[src/rtl/bus_cycle_sequencer_if.sv]
// Core request/ack handshake and 8088-style bus pins for the bus cycle sequencer.
// master: the sequencer; slave: the core and bus environment that drive it.
interface bus_cycle_sequencer_if;
    logic        req_valid;
    logic        req_ready;
    logic [1:0]  req_type;
    logic        req_write;
    logic [19:0] req_addr;
    logic [7:0]  req_wdata;
    logic        ack;
    logic [7:0]  rdata;
    logic        timeout;
    logic        RDY;
    logic [7:0]  bus_din;
    logic        ALE;
    logic [19:0] ADDR;
    logic [7:0]  DOUT;
    logic        IO_OR_M;
    logic        DT_R_N;
    logic        DEN_N;
    logic        MEMR_N;
    logic        MEMW_N;
    logic        IOR_N;
    logic        IOW_N;
    logic        INTA_N;

    modport master (
        input  req_valid, req_type, req_write, req_addr, req_wdata,
        input  RDY, bus_din,
        output req_ready, ack, rdata, timeout,
        output ALE, ADDR, DOUT, IO_OR_M, DT_R_N, DEN_N,
        output MEMR_N, MEMW_N, IOR_N, IOW_N, INTA_N
    );

    modport slave (
        output req_valid, req_type, req_write, req_addr, req_wdata,
        output RDY, bus_din,
        input  req_ready, ack, rdata, timeout,
        input  ALE, ADDR, DOUT, IO_OR_M, DT_R_N, DEN_N,
        input  MEMR_N, MEMW_N, IOR_N, IOW_N, INTA_N
    );
endinterface

[src/rtl/bus_cycle_sequencer.sv]
// CPU-side bus cycle engine: runs T1/T2/T3/Tw/T4 cycles per core request,
// inserts wait states from RDY and forces completion after MAX_WAIT waits.
module bus_cycle_sequencer #(
    parameter int unsigned MAX_WAIT = 255
) (
    input  logic                  clock,
    input  logic                  reset_n,
    input  logic                  cpu_clock_posedge,
    input  logic                  cpu_clock_negedge,
    bus_cycle_sequencer_if.master bus
);
    typedef enum logic [2:0] {
        S_TI, S_T1, S_T2, S_T3, S_TW, S_T4
    } state_t;

    localparam logic [1:0] TY_MEMR = 2'd0;
    localparam logic [1:0] TY_MEMW = 2'd1;
    localparam logic [1:0] TY_IO   = 2'd2;
    localparam logic [1:0] TY_INTA = 2'd3;
    localparam logic [7:0] WAIT_LIMIT = 8'(MAX_WAIT);

    state_t      state;
    state_t      state_nxt;
    logic [1:0]  type_q;
    logic        write_q;
    logic [19:0] addr_q;
    logic [7:0]  dout_q;
    logic [7:0]  rdata_q;
    logic [7:0]  wait_cnt;
    logic        ale_done;
    logic        ack_q;
    logic        timeout_q;
    logic        io_or_m_q;
    logic        dt_r_n_q;
    logic        accept;
    logic        done_rdy;
    logic        done_forced;
    logic        cmd_phase;
    logic        req_is_write;
    logic [4:0]  strb;

    assign bus.req_ready = (state == S_TI) || (state == S_T4);
    assign accept = bus.req_valid & bus.req_ready & cpu_clock_posedge;
    assign req_is_write = (bus.req_type == TY_MEMW) ||
                          ((bus.req_type == TY_IO) && bus.req_write);

    always_ff @(posedge clock or negedge reset_n) begin
        if (!reset_n) begin
            state <= S_TI;
        end else begin
            state <= state_nxt;
        end
    end

    always_comb begin
        state_nxt   = state;
        done_rdy    = 1'b0;
        done_forced = 1'b0;
        if (cpu_clock_posedge) begin
            unique case (state)
                S_TI: if (accept) state_nxt = S_T1;
                S_T1: state_nxt = S_T2;
                S_T2: state_nxt = S_T3;
                S_T3: begin
                    if (bus.RDY) begin
                        state_nxt = S_T4;
                        done_rdy  = 1'b1;
                    end else begin
                        state_nxt = S_TW;
                    end
                end
                S_TW: begin
                    // the wait limit wins over a late RDY
                    if (wait_cnt == WAIT_LIMIT) begin
                        state_nxt   = S_T4;
                        done_forced = 1'b1;
                    end else if (bus.RDY) begin
                        state_nxt = S_T4;
                        done_rdy  = 1'b1;
                    end else begin
                        state_nxt = S_TW;
                    end
                end
                S_T4: state_nxt = accept ? S_T1 : S_TI;
                default: state_nxt = S_TI;
            endcase
        end
    end

    always_ff @(posedge clock or negedge reset_n) begin
        if (!reset_n) begin
            type_q    <= TY_MEMR;
            write_q   <= 1'b0;
            addr_q    <= '0;
            dout_q    <= '0;
            rdata_q   <= 8'hFF;
            wait_cnt  <= '0;
            ale_done  <= 1'b1;
            ack_q     <= 1'b0;
            timeout_q <= 1'b0;
            io_or_m_q <= 1'b0;
            dt_r_n_q  <= 1'b1;
        end else begin
            ack_q <= done_rdy | done_forced;
            if (accept) begin
                type_q    <= bus.req_type;
                write_q   <= req_is_write;
                addr_q    <= bus.req_addr;
                io_or_m_q <= bus.req_type[1];
                dt_r_n_q  <= req_is_write;
                timeout_q <= 1'b0;
                wait_cnt  <= '0;
                ale_done  <= 1'b0;
                if (req_is_write) dout_q <= bus.req_wdata;
            end else if ((state == S_T1) && cpu_clock_negedge) begin
                ale_done <= 1'b1;
            end
            if (cpu_clock_posedge && (state_nxt == S_TW) &&
                (wait_cnt != 8'hFF)) begin
                wait_cnt <= wait_cnt + 8'd1;
            end
            if (done_rdy && !write_q) rdata_q <= bus.bus_din;
            if (done_forced) begin
                timeout_q <= 1'b1;
                if (!write_q) rdata_q <= 8'hFF;
            end
        end
    end

    assign cmd_phase = (state == S_T2) || (state == S_T3) || (state == S_TW);

    // strb = {memr, memw, ior, iow, inta}, active-high
    always_comb begin
        strb = '0;
        if (cmd_phase) begin
            unique case (1'b1)
                type_q == TY_MEMR:              strb[4] = 1'b1;
                type_q == TY_MEMW:              strb[3] = 1'b1;
                (type_q == TY_IO) && !write_q:  strb[2] = 1'b1;
                (type_q == TY_IO) && write_q:   strb[1] = 1'b1;
                type_q == TY_INTA:              strb[0] = 1'b1;
                default:                        strb    = '0;
            endcase
        end
    end

    assign bus.MEMR_N  = ~strb[4];
    assign bus.MEMW_N  = ~strb[3];
    assign bus.IOR_N   = ~strb[2];
    assign bus.IOW_N   = ~strb[1];
    assign bus.INTA_N  = ~strb[0];
    assign bus.DEN_N   = ~cmd_phase;
    assign bus.ALE     = (state == S_T1) && !ale_done;
    assign bus.ADDR    = addr_q;
    assign bus.DOUT    = dout_q;
    assign bus.IO_OR_M = io_or_m_q;
    assign bus.DT_R_N  = dt_r_n_q;
    assign bus.ack     = ack_q;
    assign bus.rdata   = rdata_q;
    assign bus.timeout = timeout_q;
endmodule

[src/flat_wrapper.sv]
// flat-port wrapper written by rule: the top's interface ports become plain ports
module bus_cycle_sequencer_flat 
#(
    parameter int unsigned MAX_WAIT = 255
)
  (clock, reset_n, cpu_clock_posedge, cpu_clock_negedge, bus_req_valid, bus_req_type, bus_req_write, bus_req_addr, bus_req_wdata, bus_RDY, bus_bus_din, bus_req_ready, bus_ack, bus_rdata, bus_timeout, bus_ALE, bus_ADDR, bus_DOUT, bus_IO_OR_M, bus_DT_R_N, bus_DEN_N, bus_MEMR_N, bus_MEMW_N, bus_IOR_N, bus_IOW_N, bus_INTA_N);
  bus_cycle_sequencer_if bus_i ();
  input  logic clock;
  input  logic reset_n;
  input  logic cpu_clock_posedge;
  input  logic cpu_clock_negedge;
  input wire logic [$bits(bus_i.req_valid)-1:0] bus_req_valid;
  input wire logic [$bits(bus_i.req_type)-1:0] bus_req_type;
  input wire logic [$bits(bus_i.req_write)-1:0] bus_req_write;
  input wire logic [$bits(bus_i.req_addr)-1:0] bus_req_addr;
  input wire logic [$bits(bus_i.req_wdata)-1:0] bus_req_wdata;
  input wire logic [$bits(bus_i.RDY)-1:0] bus_RDY;
  input wire logic [$bits(bus_i.bus_din)-1:0] bus_bus_din;
  output wire logic [$bits(bus_i.req_ready)-1:0] bus_req_ready;
  output wire logic [$bits(bus_i.ack)-1:0] bus_ack;
  output wire logic [$bits(bus_i.rdata)-1:0] bus_rdata;
  output wire logic [$bits(bus_i.timeout)-1:0] bus_timeout;
  output wire logic [$bits(bus_i.ALE)-1:0] bus_ALE;
  output wire logic [$bits(bus_i.ADDR)-1:0] bus_ADDR;
  output wire logic [$bits(bus_i.DOUT)-1:0] bus_DOUT;
  output wire logic [$bits(bus_i.IO_OR_M)-1:0] bus_IO_OR_M;
  output wire logic [$bits(bus_i.DT_R_N)-1:0] bus_DT_R_N;
  output wire logic [$bits(bus_i.DEN_N)-1:0] bus_DEN_N;
  output wire logic [$bits(bus_i.MEMR_N)-1:0] bus_MEMR_N;
  output wire logic [$bits(bus_i.MEMW_N)-1:0] bus_MEMW_N;
  output wire logic [$bits(bus_i.IOR_N)-1:0] bus_IOR_N;
  output wire logic [$bits(bus_i.IOW_N)-1:0] bus_IOW_N;
  output wire logic [$bits(bus_i.INTA_N)-1:0] bus_INTA_N;
  assign bus_i.req_valid = bus_req_valid;
  assign bus_i.req_type = bus_req_type;
  assign bus_i.req_write = bus_req_write;
  assign bus_i.req_addr = bus_req_addr;
  assign bus_i.req_wdata = bus_req_wdata;
  assign bus_i.RDY = bus_RDY;
  assign bus_i.bus_din = bus_bus_din;
  assign bus_req_ready = bus_i.req_ready;
  assign bus_ack = bus_i.ack;
  assign bus_rdata = bus_i.rdata;
  assign bus_timeout = bus_i.timeout;
  assign bus_ALE = bus_i.ALE;
  assign bus_ADDR = bus_i.ADDR;
  assign bus_DOUT = bus_i.DOUT;
  assign bus_IO_OR_M = bus_i.IO_OR_M;
  assign bus_DT_R_N = bus_i.DT_R_N;
  assign bus_DEN_N = bus_i.DEN_N;
  assign bus_MEMR_N = bus_i.MEMR_N;
  assign bus_MEMW_N = bus_i.MEMW_N;
  assign bus_IOR_N = bus_i.IOR_N;
  assign bus_IOW_N = bus_i.IOW_N;
  assign bus_INTA_N = bus_i.INTA_N;
  bus_cycle_sequencer #(.MAX_WAIT(MAX_WAIT)) u_core (.clock(clock), .reset_n(reset_n), .cpu_clock_posedge(cpu_clock_posedge), .cpu_clock_negedge(cpu_clock_negedge), .bus(bus_i));
endmodule
[config.mk]
export PLATFORM = sky130hd
export DESIGN_NAME = bus_cycle_sequencer_flat
export DESIGN_NICKNAME = d
export VERILOG_FILES = /design/src/rtl/bus_cycle_sequencer_if.sv /design/src/rtl/bus_cycle_sequencer.sv /design/src/flat_wrapper.sv
export SDC_FILE = /design/constraint.sdc
export NUM_CORES = 1
export LEC_CHECK = 0
export CAP_MARGIN = 30
export CORE_MARGIN = 4
export CORE_UTILIZATION = 48
export CTS_CLUSTER_SIZE = 8
export DETAILED_ROUTE_END_ITERATION = 10
export MAX_ROUTING_LAYER = met4
export PLACE_DENSITY = 0.9
export SLEW_MARGIN = 20
export SYNTH_ARGS = -nofsm -noshare
export SYNTH_HDL_FRONTEND = slang
export SYNTH_SLANG_ARGS = --single-unit
[constraint.sdc]
create_clock -name clock -period 5.4 [get_ports clock]
set_clock_uncertainty 0.05 [all_clocks]
set_input_delay 1.35 -clock clock [delete_from_list [all_inputs] [get_ports clock]]
set_output_delay 1.35 -clock clock [all_outputs]
set_load 0.01 [all_outputs]
**Word-level counts from Yosys, hierarchy flattened**

Cells that the tools add are included.

- Add/sub/neg operators: 1
- Multiply operators: 0
- Div/mod/pow operators: 0
- Magnitude comparators: 0
- Equality and inequality tests: 13
- Shifts and indexed selects: 0
- Mux-type cells: 28
- Bitwise operators: 9
- Reduce and logical (&&, ||, !) cells: 20

Operators with widths:

| cell | number |
|---|---|
| 8-bit two-way mux | 5 |
| 3-bit case mux with 6 select lines | 1 |
| 1-bit two-way mux | 17 |
| 3-bit == test, second input constant | 3 |
| 3-bit two-way mux | 3 |
| 8-bit by 1-bit adder with 8-bit output, second input constant | 1 |
| 8-bit == test, second input constant | 1 |
| 1-bit logical AND | 8 |
| 8-bit inequality test, second input constant | 1 |
| 2-bit == test, second input constant | 3 |
| 3-bit by 2-bit == test with 1-bit output, second input constant | 2 |
| 1-bit NOT | 6 |
| 2-bit nonzero test | 3 |
| 5-bit two-way mux | 1 |
| 2-bit by 1-bit == test with 1-bit output, second input constant | 2 |
| 1-bit logical OR | 4 |
| 3-bit by 1-bit == test with 1-bit output, second input constant | 1 |
| 3-bit zero test | 1 |
| 1-bit AND | 2 |
| 1-bit zero test | 2 |
| 2-bit zero test | 1 |
| 1-bit case mux with 2 select lines | 1 |
| 2-bit AND reduction | 1 |
| 1-bit OR | 1 |

- Register bits: 55
- Bits in latches: 0
- RAM bits: 0
- ROM bits: 0
- Input port bits: 45
- Output and inout bits: 48
- Word-level logic and storage cells: 83
- Memories: 0

**Logic depth before layout (Yosys ltp)**

Gate-level depths: netlist of run 1.

- Word-level depth: 11
- Mapped depth: 7

**Least setup slack after synthesis of run 1**

No wires, ideal clock.

- Kind: reg2out
- From: register u_core.state[0]
- To: output bus_MEMR_N
- Arrival: 1.486 ns
- Required time: 4.000 ns
- Path slack: 2.514 ns
- Cell stages (with the launch flop): 5
- Cells stage by stage: dfrtp_1 > buf_2 > or3b_4 > o21a_1 > or3_1

- Longest elaborated chain between the ends: 5

RTL lines:

| element | RTL line | text |
|---|---|---|
| from (decl) | bus_cycle_sequencer.sv:22 | `state_t state;` |
| from (signal assigned) | bus_cycle_sequencer.sv:51 | `state <= state_nxt;` |
| 3-bit by 2-bit == test with 1-bit output | bus_cycle_sequencer.sv:130 | `assign cmd_phase = (state == S_T2) \|\| (state == S_T3) \|\| (state == S_TW);` |
| 1-bit logical OR | bus_cycle_sequencer.sv:130 |  |
| 1-bit logical OR (*) | bus_cycle_sequencer.sv:130 |  |
| 5-bit two-way mux (*) | bus_cycle_sequencer.sv:135 | `if (cmd_phase) begin` |
| 1-bit NOT (*) | bus_cycle_sequencer.sv:147 | `assign bus.MEMR_N = ~strb[4];` |
| to (decl) | flat_wrapper.sv:29 | `output wire logic [$bits(bus_i.MEMR_N)-1:0] bus_MEMR_N;` |

Mark *: on every way between the ends. The rest lies on a longest branch, timed or not.

**Worst setup path in the final report of run 1**

Ends and elaborated chain as after synthesis.

==> results of run 1 <==
[logic make-up after synthesis]
kind of cell	after synthesis
flops	54
buf+inv	12
compound gates	29
xor+xnor	3
fa+ha+maj	1
mux	21
simple gates	124
[power by group through the flow]
| stage | Clock, mW | Combinational [mW] | Sequential, mW |
|---|---|---|---|
| 5_1_grt | 0.254 | 0.920 | 0.777 |
| 3_3_place_gp | 0 | 0.820 | 0.744 |
| 3_5_place_dp | 0 | 0.857 | 0.752 |
| 4_1_cts | 0.237 | 0.860 | 0.750 |
| 2_1_floorplan | 0 | 0.391 | 0.773 |
| 6_report | 0.232 | 0.846 | 0.751 |
[layer usage]
metal | track usage | part of all wire
met1 | 0.233 | 0.42
met4 | 0.0557 | 0.011
met3 | 0.0516 | 0.065
met5 | - | 0
met2 | 0.332 | 0.50
[cell type report]
cell class	count	area (um2)	area share
tap	70	87.6	0.0243
multi-input combinational	178	1100	0.305
inverter	3	11.3	0.00313
clock inverter	2	12.5	0.00347
sequential	54	1360	0.379
timing repair buffer	95	946	0.263
clock buffer	6	82.6	0.0229
[final timing paths]
kind	cells after the start	slack (ns)	to	start
setup reg to reg	4	3.20	u_core.bus.DOUT[6]	u_core.state[0]
max in group asynchronous	2	3.77	u_core.bus.ADDR[6]	reset_n
min in group asynchronous	2	1.10	u_core.wait_cnt[1]	reset_n
hold reg to reg	2	0.43	u_core.bus.ADDR[18]	u_core.bus.ADDR[18]
setup / recovery	4	1.72	bus_MEMR_N	u_core.state[0]
hold / removal	2	0.43	u_core.bus.ADDR[18]	u_core.bus.ADDR[18]
[cells in the final DEF (no fill, tap or decap), types with 3 or more instances in the layout]
cell             count
nand3b_1             3
dfrtp_1             44
a21o_1               4
or3_1                3
nor3_1               6
nor2b_1              3
mux2_2              11
nand2b_1             9
dfstp_2             10
a21oi_1              5
inv_1                3
clkdlybuf4s50_1     91
nand3_1              4
nand2_1             78
mux2_4               8
nor2_1               7
clkbuf_8             6
o21ai_0              4
[per-stage QoR]
step	cells	utilization	hold slack [ns]	total power [mW]
6_report	408	0.705	0.434	1.83
5_1_grt	408	0.705	0.456	1.95
4_1_cts	408	0.705	0.437	1.85
3_5_place_dp	400	0.686	0.414	1.61
3_3_place_gp	399	0.683	0.408	1.56
2_1_floorplan	244	-	0.436	1.16
[worst reg2reg max path: stages, from the launching register on]
cell and delay, ns:
dfrtp_1 0.59, xor2_1 0.17, or3_1 0.62, nor2_8 0.33
mux2_4 0.33
==> key figures, run 1 <==
Outcome
  – Status: finished clean

Setup path
  – Critical path's largest stage delay: 0.53 ns
  – CP delay by family, top: simple AND/OR/NAND/NOR gates
  – Max FO, Critical Path: 11
  – Worst setup SP type: register
  – CP max-delay cell: dfrtp_1
  – Crit-path cells: or3b_4 > o21a_1 > or3_1 > clkdlybuf4s50_1
  – Endpoint class of the critical path: output pin
  – Critical path class: reg -> out
  – Data required, critical path: 4.00 ns
  – WP data arrival: 2.28 ns
  – Worst path bufs/invs: 1

Drt
  – Avg WL per Cell: 14.9 um
  – Vias: 2033
  – DR iter-0 viols: 109
  – Post-Route WL: 6060 um
  – Pre-antenna DRT Iters: 4
  – Residual DRC: 0
  – Post-route ant nets: 0
  – Vias per cell: 4.98

Placed design
  – DP Area: 0.00351 mm2
  – Port Buffers: 92
  – Placer Congestion: 0.823
  – Dpl ws: 1.83 ns
  – DP Wirelength: 4510 um

Timing
  – Max Clk Rate: 272 MHz
  – RSZ-0062 raised after global routing: false
  – Worst-margin pin slew: 0.651 ns
  – Final Hold Viols: 0
  – Setup TNS: 0 ns
  – Final Setup Violations: 0
  – Period utilization: 0.681
  – Rel. slew slack: 0.566
  – Final Slew Violations: 0
  – Tmin final: 3.68 ns
  – Final WS setup: 1.72 ns

Synth
  – Top cell type's share of synthesized area: 0.437
  – Compound-gate portion of the synthesized area: 0.0828
  – Post-Synth XOR/XNOR Area: 0.0104
  – Simple-gate area share of the yosys netlist: 0.232
  – Leading post-synthesis cells by cell area: dfrtp_1 44%, nand2_1 12%, dfstp_2 10%
  – Number of flops mapped to enable cells by yosys: 0
  – Ys flop type: dfrtp_1
  – Seq/Total Area, Yosys: 0.541
  – Synth Register Bits: 54
  – Largest family of logic cells by synthesized area: simple AND/OR/NAND/NOR gates
  – Leading area contributor after synthesis: dfrtp_1
  – Mapped cell area: 0.00252 mm2
  – Syn_nets: 290
  – Post-synthesis adder-cell area fraction: 0.00496
  – Cells after Synth: 244
  – Synth top cells by count: 78 x nand2_1, 44 x dfrtp_1, 11 x mux2_2, 10 x dfstp_2, 9 x nand2b_1
  – Syn avg cell area: 10.3 um2
  – Synth unique cells: 46
  – Most common cell in the synthesized netlist: nand2_1
  – Post-synthesis async set-or-reset flop share: 1.00
  – Mux share of post-synthesis cell area: 0.105
  – Synth Warn #: 0

Clocking
  – CTS sink cnt: 54
  – Clk_lat worst skew: 0.31 ns
  – Hold_buf cts: 0
  – CTS buffer count: 5
  – Max Buffers Root-to-Sink: 2
  – Clock transition at path regs: 0.09 ns
  – Post-CTS Setup Bufs: 0
  – CTS tree: yes
  – H-tree levels: 2
  – Root Buffer: clkbuf_8
  – CTS resizes: 0

Die
  – Die Wd: 80.5 um
  – CORE AREA: 0.00511 mm2
  – Die area: 0.00648 mm2
  – Die height: 80.5 um
  – Initial core utilization: 0.494
  – Rows: 26
  – I/O Pins: 93

Pwr
  – Switching pwr: 0.629 mW
  – P_int: 1.20 mW
  – Power share of the clock group: 0.127
  – Sw Share: 0.344
  – Comb pwr share: 0.463
  – PD cells: 508 mW/mm2
  – Static leakage: 1.62 nW
  – Maximum resistive drop on vdd: 0.000315 V
  – Part of the power in registers: 0.411

Global route
  – Antenna violations before repair: 0
  – Grt ovf: 0
  – Vias in the first global route: 2005
  – Largest net degree at the start of global routing: 55
  – First-pass GRT wire length: 9500 um
  – GRT Overall Usage: 0.197

Finish
  – Final nets: 383
  – Fin area: 0.00360 mm2
  – Share of layout cells above drive strength 1: 0.145
  – Layout area overhead: 42.8%
  – Fill cell count: 410
  – Antenna diode count: 0

Flow run
  – Max Cap Viol: 0

Worst hold path
  – Min-Delay Path Class: reg -> reg
No activity file was read; power rests on OpenSTA's default activity.
==> run 2, diff against run 1 <==
--- a/config.mk
+++ b/config.mk
@@ -7,11 +7,11 @@
 export LEC_CHECK = 0
 export CAP_MARGIN = 30
 export CORE_MARGIN = 4
-export CORE_UTILIZATION = 48
+export CORE_UTILIZATION = 44
 export CTS_CLUSTER_SIZE = 8
 export DETAILED_ROUTE_END_ITERATION = 10
 export MAX_ROUTING_LAYER = met4
-export PLACE_DENSITY = 0.9
+export PLACE_DENSITY = 0.83
 export SLEW_MARGIN = 20
 export SYNTH_ARGS = -nofsm -noshare
 export SYNTH_HDL_FRONTEND = slang
==> constraint.sdc (replaced) <==
create_clock -name clock -period 3.6 [get_ports clock]
set_clock_uncertainty 0.05 [all_clocks]
set_input_delay 0.9 -clock clock [delete_from_list [all_inputs] [get_ports clock]]
set_output_delay 0.9 -clock clock [all_outputs]
set_load 0.01 [all_outputs]
==> key figures, run 2 (same netlist as run 1, synthesis figures left out) <==
Clocking
  – CTS sink cnt: 54 (unchanged)
  – Clock transition at path regs: 0.09 ns (about the same)
  – CTS buffer count: 5 (unchanged)
  – Clk_lat worst skew: 0.30 ns (about the same)
  – Hold_buf cts: 0 (unchanged)
  – Root Buffer: clkbuf_8
  – H-tree levels: 2 (unchanged)
  – Max Buffers Root-to-Sink: 2 (unchanged)
  – Post-CTS Setup Bufs: 0 (unchanged)
  – CTS resizes: 0 (unchanged)
  – CTS tree: yes

Global route
  – Grt ovf: 0 (unchanged)
  – Antenna violations before repair: 0 (unchanged)
  – Largest net degree at the start of global routing: 28 (-49%)
  – GRT Overall Usage: 0.171 (-0.0256)
  – First-pass GRT wire length: 9550 um (+0.51%)
  – Vias in the first global route: 1986 (-0.95%)

Drt
  – Vias per cell: 4.96 (-0.49%)
  – Avg WL per Cell: 14.0 um (-5.8%)
  – DR iter-0 viols: 103 (-5.5%)
  – Post-Route WL: 5750 um (-5.1%)
  – Vias: 2038 (+0.25%)
  – Post-route ant nets: 0 (unchanged)
  – Residual DRC: 0 (unchanged)
  – Pre-antenna DRT Iters: 4 (unchanged)

Timing
  – RSZ-0062 raised after global routing: false
  – Worst-margin pin slew: 0.512 ns (-0.138 ns)
  – Period utilization: 0.895
  – Worst hold slack: 0.429 ns (-0.00527 ns)
  – Setup TNS: 0 ns (unchanged)
  – Final Hold Viols: 0 (unchanged)
  – Max Clk Rate: 310 MHz
  – Final Slew Violations: 0 (unchanged)
  – Rel. slew slack: 0.659 (+0.0923)
  – Final Setup Violations: 0 (unchanged)
  – Tmin final: 3.22 ns

Die
  – Die area: 0.00701 mm2 (+8.2%)
  – I/O Pins: 93 (unchanged)
  – CORE AREA: 0.00554 mm2 (+8.5%)
  – Die height: 83.7 um (+4.0%)
  – Die Wd: 83.7 um (+4.0%)
  – Rows: 27 (+3.8%)
  – Initial core utilization: 0.455 (-0.0386)

Finish
  – Share of layout cells above drive strength 1: 0.145 (-0.000428)
  – Final Util: 0.654 (-0.0508)
  – Layout area overhead: 43.7%
  – Commonest non-fill, non-tap cell in the layout: clkdlybuf4s50_1
  – Most frequent cells in the layout: 91 x clkdlybuf4s50_1, 78 x nand2_1, 44 x dfrtp_1, 11 x mux2_2, 10 x dfstp_2
  – Antenna diode count: 0 (unchanged)
  – Final cell count without fillers: 411 (+0.74%)
  – Final nets: 384 (+0.26%)

Placed design
  – DP Wirelength: 4320 um (-4.1%)
  – Placer Congestion: 0.906 (+10%)
  – Port Buffers: 92 (unchanged)
  – Placed cells: 403 (+0.75%)

Setup path
  – Max FO, Critical Path: 13 (+2)
  – Endpoint class of the critical path: output pin
  – Critical path class: reg -> out
  – Worst setup SP type: register
  – Data required, critical path: 2.65 ns (-1.35 ns)
  – WP data arrival: 2.27 ns (about the same)

Pwr
  – Static leakage: 1.63 nW (+0.78%)
  – Pwr Total: 2.79 mW (+52%)
  – Maximum resistive drop on vdd: 0.000354 V (+12%)
  – PD cells: 769 mW/mm2 (+51%)

Worst hold path
  – Min-Delay Path Class: reg -> reg

Outcome
  – Status: finished clean

Flow run
  – Max Cap Viol: 0 (unchanged)
[run 2: cell count changes in the layout (fill, tap and decap cells not counted), sizes merged]
cell / delta
buf: +1
clkinvlp: -1
clkbuf: +1
clkinv: -1
bufinv: +1
[run 2: area by class of cell]
class | count | area, um2
fillers | 468 | 1920
flip-flops and latches | 54 | 1360
multi-input cells | 178 | 1100
repair buffers | 96 | 946
well taps | 72 | 90.1
clock buffers | 7 | 86.3
clock inverters | 1 | 30.0
inverters | 3 | 11.3
[run 2: where the power goes]
| part | leakage, nW | switching, mW | internal [mW] |
|---|---|---|---|
| clock network | 0.0585 | 0.185 | 0.227 |
| registers | 0.667 | 0.214 | 0.905 |
| logic | 0.904 | 0.519 | 0.738 |
| total | 1.63 | 0.917 | 1.87 |
[run 2: stage by stage]
stage	area (um2)	worst slack, ns
3_3_place_gp	3510	0.719
3_5_place_dp	3510	0.682
2_1_floorplan	2520	1.16
5_1_grt	3620	0.294
6_report	3620	0.378
4_1_cts	3620	0.377
[run 2: routing by layer]
| metal | vias up | wire [um] | track usage |
|---|---|---|---|
| li1 | 1010 | - | - |
| met1 | 959 | 2570 | 0.214 |
| met2 | 61 | 2740 | 0.273 |
| met3 | 8 | 374 | 0.0513 |
| met4 | 0 | 70 | 0.0439 |
| met5 | - | 0 | - |
[run 2: worst paths after layout]
| check | start | end | slack [ns] | cells after the start |
|---|---|---|---|---|
| setup / recovery | u_core.state[1] | bus_MEMR_N | 0.38 | 4 |
| min in group asynchronous | reset_n | u_core.bus.timeout | 0.49 | 1 |
| max in group asynchronous | reset_n | u_core.bus.DT_R_N | 2.33 | 2 |
| hold reg to reg | u_core.bus.ADDR[17] | u_core.bus.ADDR[17] | 0.43 | 2 |
| setup reg to reg | u_core.state[0] | u_core.bus.DOUT[4] | 1.62 | 4 |
| hold / removal | u_core.bus.ADDR[17] | u_core.bus.ADDR[17] | 0.43 | 2 |
[run 2: worst max-delay path, cell delays in order, from the launching register on]
cell	delay (ns)
dfrtp_1	0.53
or3b_4	0.46
o21a_1	0.17
or3_1	0.32
clkdlybuf4s50_1	0.48
==> run 3, diff against run 2 <==
--- a/config.mk
+++ b/config.mk
@@ -12,7 +12,6 @@
 export DETAILED_ROUTE_END_ITERATION = 10
 export MAX_ROUTING_LAYER = met4
 export PLACE_DENSITY = 0.83
-export SLEW_MARGIN = 20
 export SYNTH_ARGS = -nofsm -noshare
 export SYNTH_HDL_FRONTEND = slang
 export SYNTH_SLANG_ARGS = --single-unit
==> results of run 3 <==
Same layout as run 2: the final DEF is identical, and so are final timing and power.
